==> src/rtl/systolic_mac_array_pkg.sv <==
// Shared types and size derivations for the systolic MAC array
// and the operand registers that feed it.
package systolic_mac_array_pkg;

   typedef enum logic [1:0] {
      IDLE,
      RUN,
      DONE
   } state_e;

   function automatic int max_dim(input int bus_w, input int data_w);
      return bus_w / data_w;
   endfunction

   function automatic int cnt_w(input int md);
      return $clog2(3 * md - 2);
   endfunction

   function automatic int acc_w(input int data_w);
      return 2 * data_w;
   endfunction

endpackage

==> src/rtl/systolic_mac_array_pe.sv <==
// One output-stationary MAC cell: accumulator, sticky overflow,
// east/south operand pass registers and a synchronous clear.
module systolic_pe
   import systolic_mac_array_pkg::*;
#(
   parameter int DATA_WIDTH = 8,
   parameter int ACC_WIDTH  = acc_w(DATA_WIDTH)
) (
   input  logic                         clk_i,
   input  logic                         rst_ni,
   input  logic                         clr_i,
   input  logic                         en_i,
   input  logic signed [DATA_WIDTH-1:0] a_i,
   input  logic signed [DATA_WIDTH-1:0] b_i,
   output logic        [DATA_WIDTH-1:0] a_o,
   output logic        [DATA_WIDTH-1:0] b_o,
   output logic        [ACC_WIDTH-1:0]  acc_o,
   output logic                         ovf_o
);

   logic signed [2*DATA_WIDTH-1:0] prod;
   logic signed [ACC_WIDTH-1:0]    addend;
   logic signed [ACC_WIDTH-1:0]    sum;
   logic signed [ACC_WIDTH-1:0]    acc_q;
   logic                           ovf_set;

   // Signed product, sign-extended, wrap-around add, overflow detect
   always_comb begin
      prod    = a_i * b_i;
      addend  = ACC_WIDTH'(prod);
      sum     = acc_q + addend;
      ovf_set = (acc_q[ACC_WIDTH-1] == addend[ACC_WIDTH-1]) &&
                (sum[ACC_WIDTH-1] != acc_q[ACC_WIDTH-1]);
   end

   // Accumulate and forward operands while enabled; clear on run entry
   always_ff @(posedge clk_i or negedge rst_ni) begin
      if (!rst_ni) begin
         acc_q <= '0;
         ovf_o <= 1'b0;
         a_o   <= '0;
         b_o   <= '0;
      end else if (clr_i) begin
         acc_q <= '0;
         ovf_o <= 1'b0;
         a_o   <= '0;
         b_o   <= '0;
      end else if (en_i) begin
         acc_q <= sum;
         a_o   <= a_i;
         b_o   <= b_i;
         if (ovf_set) ovf_o <= 1'b1;
      end
   end

   assign acc_o = acc_q;

endmodule

==> src/rtl/systolic_mac_array.sv <==
// Output-stationary systolic MAC grid: run FSM, skew counter,
// PE grid and result/overflow read muxing.
module systolic_mac_array
   import systolic_mac_array_pkg::*;
#(
   parameter  int BUS_WIDTH  = 16,
   parameter  int DATA_WIDTH = 8,
   parameter  int ACC_WIDTH  = acc_w(DATA_WIDTH),
   localparam int MAX_DIM    = max_dim(BUS_WIDTH, DATA_WIDTH),
   localparam int CNT_W      = cnt_w(MAX_DIM),
   localparam int ADDR_W     = $clog2(MAX_DIM)
) (
   input  logic                           clk_i,
   input  logic                           rst_ni,
   input  logic                           start_i,
   input  logic [BUS_WIDTH-1:0]           a_buff_i,
   input  logic [BUS_WIDTH-1:0]           b_buff_i,
   output logic [CNT_W-1:0]               counter_o,
   output logic                           start_bit_o,
   output logic                           busy_o,
   output logic                           done_o,
   input  logic [ADDR_W-1:0]              res_addr_i,
   output logic [MAX_DIM*ACC_WIDTH-1:0]   res_data_o,
   output logic [MAX_DIM*MAX_DIM-1:0]     overflow_o
);

   localparam logic [CNT_W-1:0] LAST = CNT_W'(3 * MAX_DIM - 3);

   state_e           state_q, state_d;
   logic [CNT_W-1:0] cnt_q, cnt_d;
   logic             clr;
   logic             run;

   logic [DATA_WIDTH-1:0] a_e [MAX_DIM][MAX_DIM+1];
   logic [DATA_WIDTH-1:0] b_s [MAX_DIM+1][MAX_DIM];
   logic [ACC_WIDTH-1:0]  acc [MAX_DIM][MAX_DIM];
   logic                  ovf [MAX_DIM][MAX_DIM];
   logic                  unused_pass;

   // State and skew counter registers
   always_ff @(posedge clk_i or negedge rst_ni) begin
      if (!rst_ni) begin
         state_q <= IDLE;
         cnt_q   <= '0;
      end else begin
         state_q <= state_d;
         cnt_q   <= cnt_d;
      end
   end

   // Next state, counter and grid clear on run entry
   always_comb begin
      state_d = state_q;
      cnt_d   = '0;
      clr     = 1'b0;
      unique case (state_q)
         IDLE, DONE: begin
            if (start_i) begin
               state_d = RUN;
               clr     = 1'b1;
            end
         end
         RUN: begin
            if (cnt_q == LAST) state_d = DONE;
            else cnt_d = cnt_q + CNT_W'(1);
         end
         default: state_d = IDLE;
      endcase
   end

   assign run         = (state_q == RUN);
   assign busy_o      = run;
   assign start_bit_o = run;
   assign done_o      = (state_q == DONE);
   assign counter_o   = cnt_q;

   for (genvar i = 0; i < MAX_DIM; i++) begin : g_edge
      assign a_e[i][0] = a_buff_i[i*DATA_WIDTH +: DATA_WIDTH];
      assign b_s[0][i] = b_buff_i[i*DATA_WIDTH +: DATA_WIDTH];
   end

   for (genvar i = 0; i < MAX_DIM; i++) begin : g_row
      for (genvar j = 0; j < MAX_DIM; j++) begin : g_col
         systolic_pe #(
            .DATA_WIDTH (DATA_WIDTH),
            .ACC_WIDTH  (ACC_WIDTH)
         ) u_pe (
            .clk_i  (clk_i),
            .rst_ni (rst_ni),
            .clr_i  (clr),
            .en_i   (run),
            .a_i    (a_e[i][j]),
            .b_i    (b_s[i][j]),
            .a_o    (a_e[i][j+1]),
            .b_o    (b_s[i+1][j]),
            .acc_o  (acc[i][j]),
            .ovf_o  (ovf[i][j])
         );
         assign overflow_o[i*MAX_DIM+j] = ovf[i][j];
      end
   end

   // Operands leaving the east and south edges are dropped
   always_comb begin
      unused_pass = 1'b0;
      for (int i = 0; i < MAX_DIM; i++) begin
         unused_pass = unused_pass ^ (^a_e[i][MAX_DIM])
                                   ^ (^b_s[MAX_DIM][i]);
      end
   end

   // Zero-latency read of result row res_addr_i
   always_comb begin
      res_data_o = '0;
      for (int j = 0; j < MAX_DIM; j++) begin
         res_data_o[j*ACC_WIDTH +: ACC_WIDTH] = acc[res_addr_i][j];
      end
   end

endmodule

==> config.mk <==
export PLATFORM = sky130hd
export DESIGN_NAME = systolic_mac_array
export DESIGN_NICKNAME = d
export VERILOG_FILES = /design/src/rtl/systolic_mac_array_pkg.sv /design/src/rtl/systolic_mac_array_pe.sv /design/src/rtl/systolic_mac_array.sv
export SDC_FILE = /design/constraint.sdc
export NUM_CORES = 1
export LEC_CHECK = 0
export ABC_AREA = 1
export CORE_MARGIN = 2
export CORE_UTILIZATION = 50
export CTS_CLUSTER_DIAMETER = 150
export DETAILED_ROUTE_END_ITERATION = 10
export PLACE_DENSITY = 0.79
export SETUP_SLACK_MARGIN = 0.4
export SLEW_MARGIN = 0
export SYNTH_ARGS = -nofsm -noshare
export SYNTH_HDL_FRONTEND = slang
export SYNTH_SLANG_ARGS = --single-unit
==> constraint.sdc <==
create_clock -name clk_i -period 7.1 [get_ports clk_i]
set_clock_uncertainty 0.1 [all_clocks]
set_input_delay 1.42 -clock clk_i [delete_from_list [all_inputs] [get_ports clk_i]]
set_output_delay 1.42 -clock clk_i [all_outputs]
set_load 0.05 [all_outputs]
# Yosys cells after proc, flatten, opt, wreduce, memory -nomap -nowiden
# Index checks and enable logic that the tools add are counted.
# classes
add_sub_neg	5
n_mul	4
magnitude_cmp	1
eq_ne	13
n_mux	38
bitwise_logic	1
n_reduce_logical	16
# ops
op	n
16-bit 2-to-1 mux	8
32-bit 2-to-1 mux	3
16-bit adder	4
8-bit by 8-bit multiplier with 16-bit output	4
8-bit 2-to-1 mux	8
1-bit 2-to-1 mux	14
2-bit AND reduction	5
2-bit nonzero test	5
2-bit 2-to-1 mux	4
1-bit == test	4
2-bit == test (second input constant)	2
1-bit logical AND	4
1-bit inequality test	4
2-bit case mux with 2 select lines	1
2-bit by 1-bit adder with 2-bit output (second input constant)	1
2-bit by 1-bit == test with 1-bit output (second input constant)	1
2-bit >= comparator (second input constant)	1
2-bit logical NOT	1
2-bit by 1-bit inequality test with 1-bit output (second input constant)	1
2-bit inequality test (second input constant)	1
1-bit inverter with 2-bit output	1
2-bit OR reduction	1
# word_totals
ff_bits	104
input_bits	36
out_inout_bits	41
word_cells	92

# Depth between registers and ports, before layout
# logic_depth
depth_word	7
ltp_mapped	31
ltp_nobuf	30

# By module
# A second synthesis with hierarchy kept.
# unflattened
hier_cells	2640
hier_area_um2	19660.1
# modules_own_cells
module	instances	cells_per_inst	area_per_inst_um2	seq_area_each_um2
systolic_pe at g_row[0].g_col[0].u_pe	1	634	4732.0	825.8
systolic_pe at g_row[1].g_col[1].u_pe	1	635	4712.0	825.8
systolic_pe at g_row[0].g_col[1].u_pe	1	620	4709.5	825.8
systolic_pe at g_row[1].g_col[0].u_pe	1	623	4698.3	825.8
systolic_mac_array	1	128	808.3	100.1

# Worst setup path after synthesis
# Ideal clock, no wire load.
# synth_timing
path_kind	input to register
start	input port b_buff_i[2]
end	register g_row[0].g_col[0].u_pe.acc_q[15]
setup_time_ns	0.117
t_arrival_ns	6.002
required_time_ns	6.883
setup_slack_ns	0.880
stages	28
path_buffers	1
cell_sequence	clkbuf_1 nand2_1 fa_1 fa_1 inv_1 fa_1 inv_1 fa_1 inv_1 ha_1 nand2_1 inv_1 nand2_1 nand2_1 a21oi_1 o211a_1 xor2_1 inv_1 ha_1 inv_1 nor3_1 inv_1 nor3_1 nand2_1 nand2_1 nand3_1 nand3_1 nand2_1
# synth_via
elab_chain_cells	4
# synth_lines
element	line	text
start: declaration	systolic_mac_array.sv:17	input logic [BUS_WIDTH-1:0] b_buff_i,
8-bit by 8-bit multiplier with 16-bit output	systolic_mac_array_pe.sv:29	prod = a_i * b_i;
16-bit adder	systolic_mac_array_pe.sv:31	sum = acc_q + addend;
16-bit 2-to-1 mux	systolic_mac_array_pe.sv:48	end else if (en_i) begin
16-bit 2-to-1 mux	systolic_mac_array_pe.sv:43	end else if (clr_i) begin
end signal: assignment	systolic_mac_array_pe.sv:49	acc_q <= sum;
end: declaration	systolic_mac_array_pe.sv:24	logic signed [ACC_WIDTH-1:0] acc_q;
# No other way between the ends. The select of a mux whose other input is x is not followed.
# A chain may end at the register's enable or synchronous reset.

# Final worst setup path
# layout_timing
start	input port b_buff_i[10]
end	register g_row[0].g_col[1].u_pe.acc_q[12]
# layout_via
elab_chain_cells	4
# layout_lines
element	line
8-bit by 8-bit multiplier with 16-bit output	systolic_mac_array_pe.sv:29
16-bit adder	systolic_mac_array_pe.sv:31
16-bit 2-to-1 mux	systolic_mac_array_pe.sv:48
16-bit 2-to-1 mux	systolic_mac_array_pe.sv:43
end signal: assignment	systolic_mac_array_pe.sv:49
end: declaration	systolic_mac_array_pe.sv:24
# No other way between the ends. The select of a mux whose other input is x is not followed.

==> summary.md <==
| Metric | Value |
|---|---|
| Data required time at the worst endpoint | 7.29 ns |
| ANT nets after route | 0 |
| Nets@finish | roughly 2900 |
| Period utilization | between 90% and 100% |
| Total die area | 0.0374 mm² |
| Simple-Gate Fraction of Synth Area | 18.1% |
| Clock H-tree levels | 3 |
| Placed Area | approximately 0.019 mm² |
| Worst slew pin tran | ~0.93 ns |
| DR iter-0 viols | between 700 and 800 |
| Largest net degree at the start of global routing | 64 |
| Synth top area share | around 25% |
| Crit Path Class | primary input to register |
| Core region area | ~0.035 mm² |
| CTS tree | built |
| Multi-input logic area | 0.0125 mm² |
| Startpoint Class | primary input |
| RSZ-0062 raised after global routing | true |
| Synth Net Count | roughly 2900 |
| Yosys cell types | 48 |
| CP Max Fanout | 5 |
| Synth area leader | fa_1 |
| DRC viols | 0 |
| Sequential cell area fraction in the yosys report | 14.5% |
| Clock latency on the worst-skew pair | 0.38 ns |
| CTS Sinks | between 100 and 150 |
| Die extent in y | between 150 and 200 µm |
| Root Driver | clkbuf_16 |
| Max Slew Vio Count | 0 |
| Post-synthesis mux area share | less than 1% |
| Area grow syn2layout | 9.05% |
| Starting density of the core | between 50% and 60% |
| Gr usage total | 24.0% |
| Via density | ~5.2 |
| Seq cells post-synth | between 100 and 150 |
| CTS buffer count | 9 |
| Fmax achieved | between 0.15 and 0.2 GHz |
| Design area | 0.0196 mm² |
| First-pass GRT wire length | between 70000 and 80000 µm |
| Final WL | approximately 43000 µm |
| Number of global-route vias before repair | roughly 16000 |
| Boundary pin count | between 70 and 80 |
| HPWL after detailed placement | roughly 35000 µm |
| Maxcap violations | 0 |
| Fin Setup TNS | 0 ns |
| Clock Tree Buf Depth | 2 |
| Routability congestion estimate | around 0.94 |
| Yosys Warn Count | 0 |
| DR vias | ~15000 |
| CP Capture Type | register |
| Mapped Cells | about 2500 |
| EDFF count, synth | 0 |
| Largest family of logic cells by synthesized area | adder cells |
| Final Setup Violations | 0 |
| Initial antenna violation count | 4 |
| Status | complete, no violations |
| Cell Rows | between 60 and 70 |
| Fin. Hold Viols | 0 |
| Syn_area_per_cell | ~7.3 µm² |
| Top cells by area, synth | fa_1 25%, dfrtp_1 15%, inv_1 14% |
| PortBufs | between 70 and 80 |
| Share of cells above drive strength 1 | 4.44% |
| Top_reg_cell synth | dfrtp_1 |
| Tmin final | around 6.4 ns |
| Slew margin rel. | 38.1% |
| Routed length per instance | between 10 and 15 µm |
| Ys async rst share | 100% |
| Fill count | about 3200 |
| FF+latch area | approximately 0.0026 mm² |
| Post-synthesis adder-cell area fraction | between 30 and 40% |
| Die X | between 150 and 200 µm |
| DR pass1 iterations | 6 |
| GRT overflow | 0 |
| Hold Crit Class | register to register |
| Post-Synth XOR/XNOR Area | under 10% |
| WP data arrival | roughly 6.6 ns |
| Mapped cell area | ~0.018 mm² |
| Worst-path clk slew | 0.09 ns |
| Synth Area in Compound Gates | 11.0% |
-- repair_timing --
| item | CTS | global route |
|---|---|---|
| gates resized for setup | 0 | 45 |
| hold buffers | 0 | 0 |
| endpoints found under the setup margin | 0 | 19 |
| buffers inserted | 0 | 3 |
-- per-stage QoR --
stage                     instances  hold slack [ns]  setup WS [ns]  utilization, %
after floorplan                2450            0.350          0.880               -
after global placement         2920            0.359          0.157            53.7
after detailed placement       2920            0.369         0.0675            53.7
after CTS                      2936            0.381          0.442            54.6
after global routing           2940            0.405          0.359            55.1
final                          2941            0.384          0.659            55.1
-- cell families (layout without fill, tap and decap cells) --
kind of cell | after synthesis | after routing
AOI/OAI and AO/OA | 326 | 326
xor gates and xnor gates | 56 | 56
adders and majority gates | 401 | 401
buffers and inverters | 764 | 792
DFF | 104 | 104
muxes | 1 | 1
other | 0 | 2
and+or+nand+nor | 798 | 798
-- layout make-up --
class | instances | share of cell area (%)
Sequential cell | 104 | 13.3
Inverter | 673 | 12.9
Timing Repair Buffer | 103 | 5.18
Clock buffer | 9 | 1.15
Tap cell | 461 | 2.95
Clock inverter | 7 | 0.371
Multi-Input combinational cell | 1582 | 64.1
Antenna cell | 2 | 0.0256
-- synth_stat cells, types with 2 or more instances --
master and number:
o211ai_2 2, a21oi_1 113, nor4_1 2, nand2_2 3
ha_1 177, nand2_1 579, inv_2 9, buf_4 5
o22ai_1 23, xor2_1 28, o211a_1 2, xnor2_1 28
a21o_1 9, nand3_1 97, o211ai_1 4, o21ai_1 11
dfrtp_1 104, inv_1 664, o21ai_2 2, o31ai_2 2
a32o_1 3, a31oi_1 3, o21bai_1 8, buf_2 15
clkbuf_1 69, nor2_1 82, a22o_1 29, nand3_2 6
nor3_1 12, nand4_1 5, fa_1 224, o31ai_1 6
a21oi_2 8, buf_1 2, o21ai_0 95, or2_1 3
nor3_2 5
-- worst max-delay path, cell delays in order --
cell and delay, ns:
clkdlybuf4s50_1 0.54, nand2_1 0.10, fa_1 0.54, inv_1 0.05
fa_1 0.49, fa_1 0.50, inv_1 0.05, fa_1 0.47
inv_1 0.04, ha_1 0.34, nand2_1 0.08, nand2_1 0.08
a211oi_2 0.28, buf_4 0.17, xor2_1 0.23, ha_1 0.31
a21oi_1 0.16, inv_1 0.06, a21oi_2 0.15, nand3_2 0.13
nand2_1 0.08, nand2_1 0.06, a21oi_1 0.13, o21ai_0 0.10
o21ai_1 0.08
-- worst paths after layout --
kind	start	end	slack (ns)	cells after the start
min in group asynchronous	rst_ni	g_row[0].g_col[1].u_pe.acc_o[10]$_DFFE_PN0P_	0.98	1
setup / recovery	b_buff_i[10]	g_row[0].g_col[1].u_pe.acc_o[12]$_DFFE_PN0P_	0.66	25
hold / removal	counter_o[0]$_DFF_PN0_	counter_o[0]$_DFF_PN0_	0.38	1
setup reg to reg	g_row[0].g_col[1].u_pe.b_o[2]$_DFFE_PN0P_	g_row[1].g_col[1].u_pe.ovf_o$_DFFE_PN0P_	1.58	27
max in group asynchronous	rst_ni	g_row[1].g_col[0].u_pe.acc_o[10]$_DFFE_PN0P_	4.65	2
hold reg to reg	counter_o[0]$_DFF_PN0_	counter_o[0]$_DFF_PN0_	0.38	1
-- metal layers --
metal	GRT usage, %	part of all wire [%]	up-vias
li1	-	-	7417
met1	30.3	42	7334
met2	41.6	49	425
met3	3.38	5.5	109
met4	9.47	3.9	4
met5	0	0.051	-
-- flip-flops by register name, summed over array words and instances (netlist names) --
register                cells
g_row.g_col.u_pe.acc_o     64
g_row.g_col.u_pe.a_o       16
g_row.g_col.u_pe.b_o       16
g_row.g_col.u_pe.ovf_o      4
counter_o                   2
state_q                     2
-- layout by cell type (no fill, tap or decap), drive strengths merged, types with 4 or more instances in the layout --
| master | synthesis | final |
|---|---|---|
| nand4 | 5 | 5 |
| nor3 | 17 | 17 |
| inv | 673 | 677 |
| ha | 177 | 177 |
| o21bai | 8 | 8 |
| a22o | 29 | 29 |
| o22ai | 23 | 23 |
| clkbuf | 69 | 9 |
| nand3 | 103 | 103 |
| nor2 | 84 | 84 |
| a21oi | 121 | 121 |
| o21ai | 108 | 108 |
| buf | 22 | 29 |
| o31ai | 8 | 8 |
| o211ai | 6 | 6 |
| a21o | 9 | 9 |
| dfrtp | 104 | 104 |
| fa | 224 | 224 |
| nand2 | 583 | 583 |
| clkdlybuf4s50 | 0 | 51 |
| dlymetal6s2s | 0 | 23 |
| xnor2 | 28 | 28 |
| xor2 | 28 | 28 |
| or2 | 4 | 4 |
Power is not shown: default switching activity piles up to over one toggle a cycle in this logic, so the estimate is an artifact.
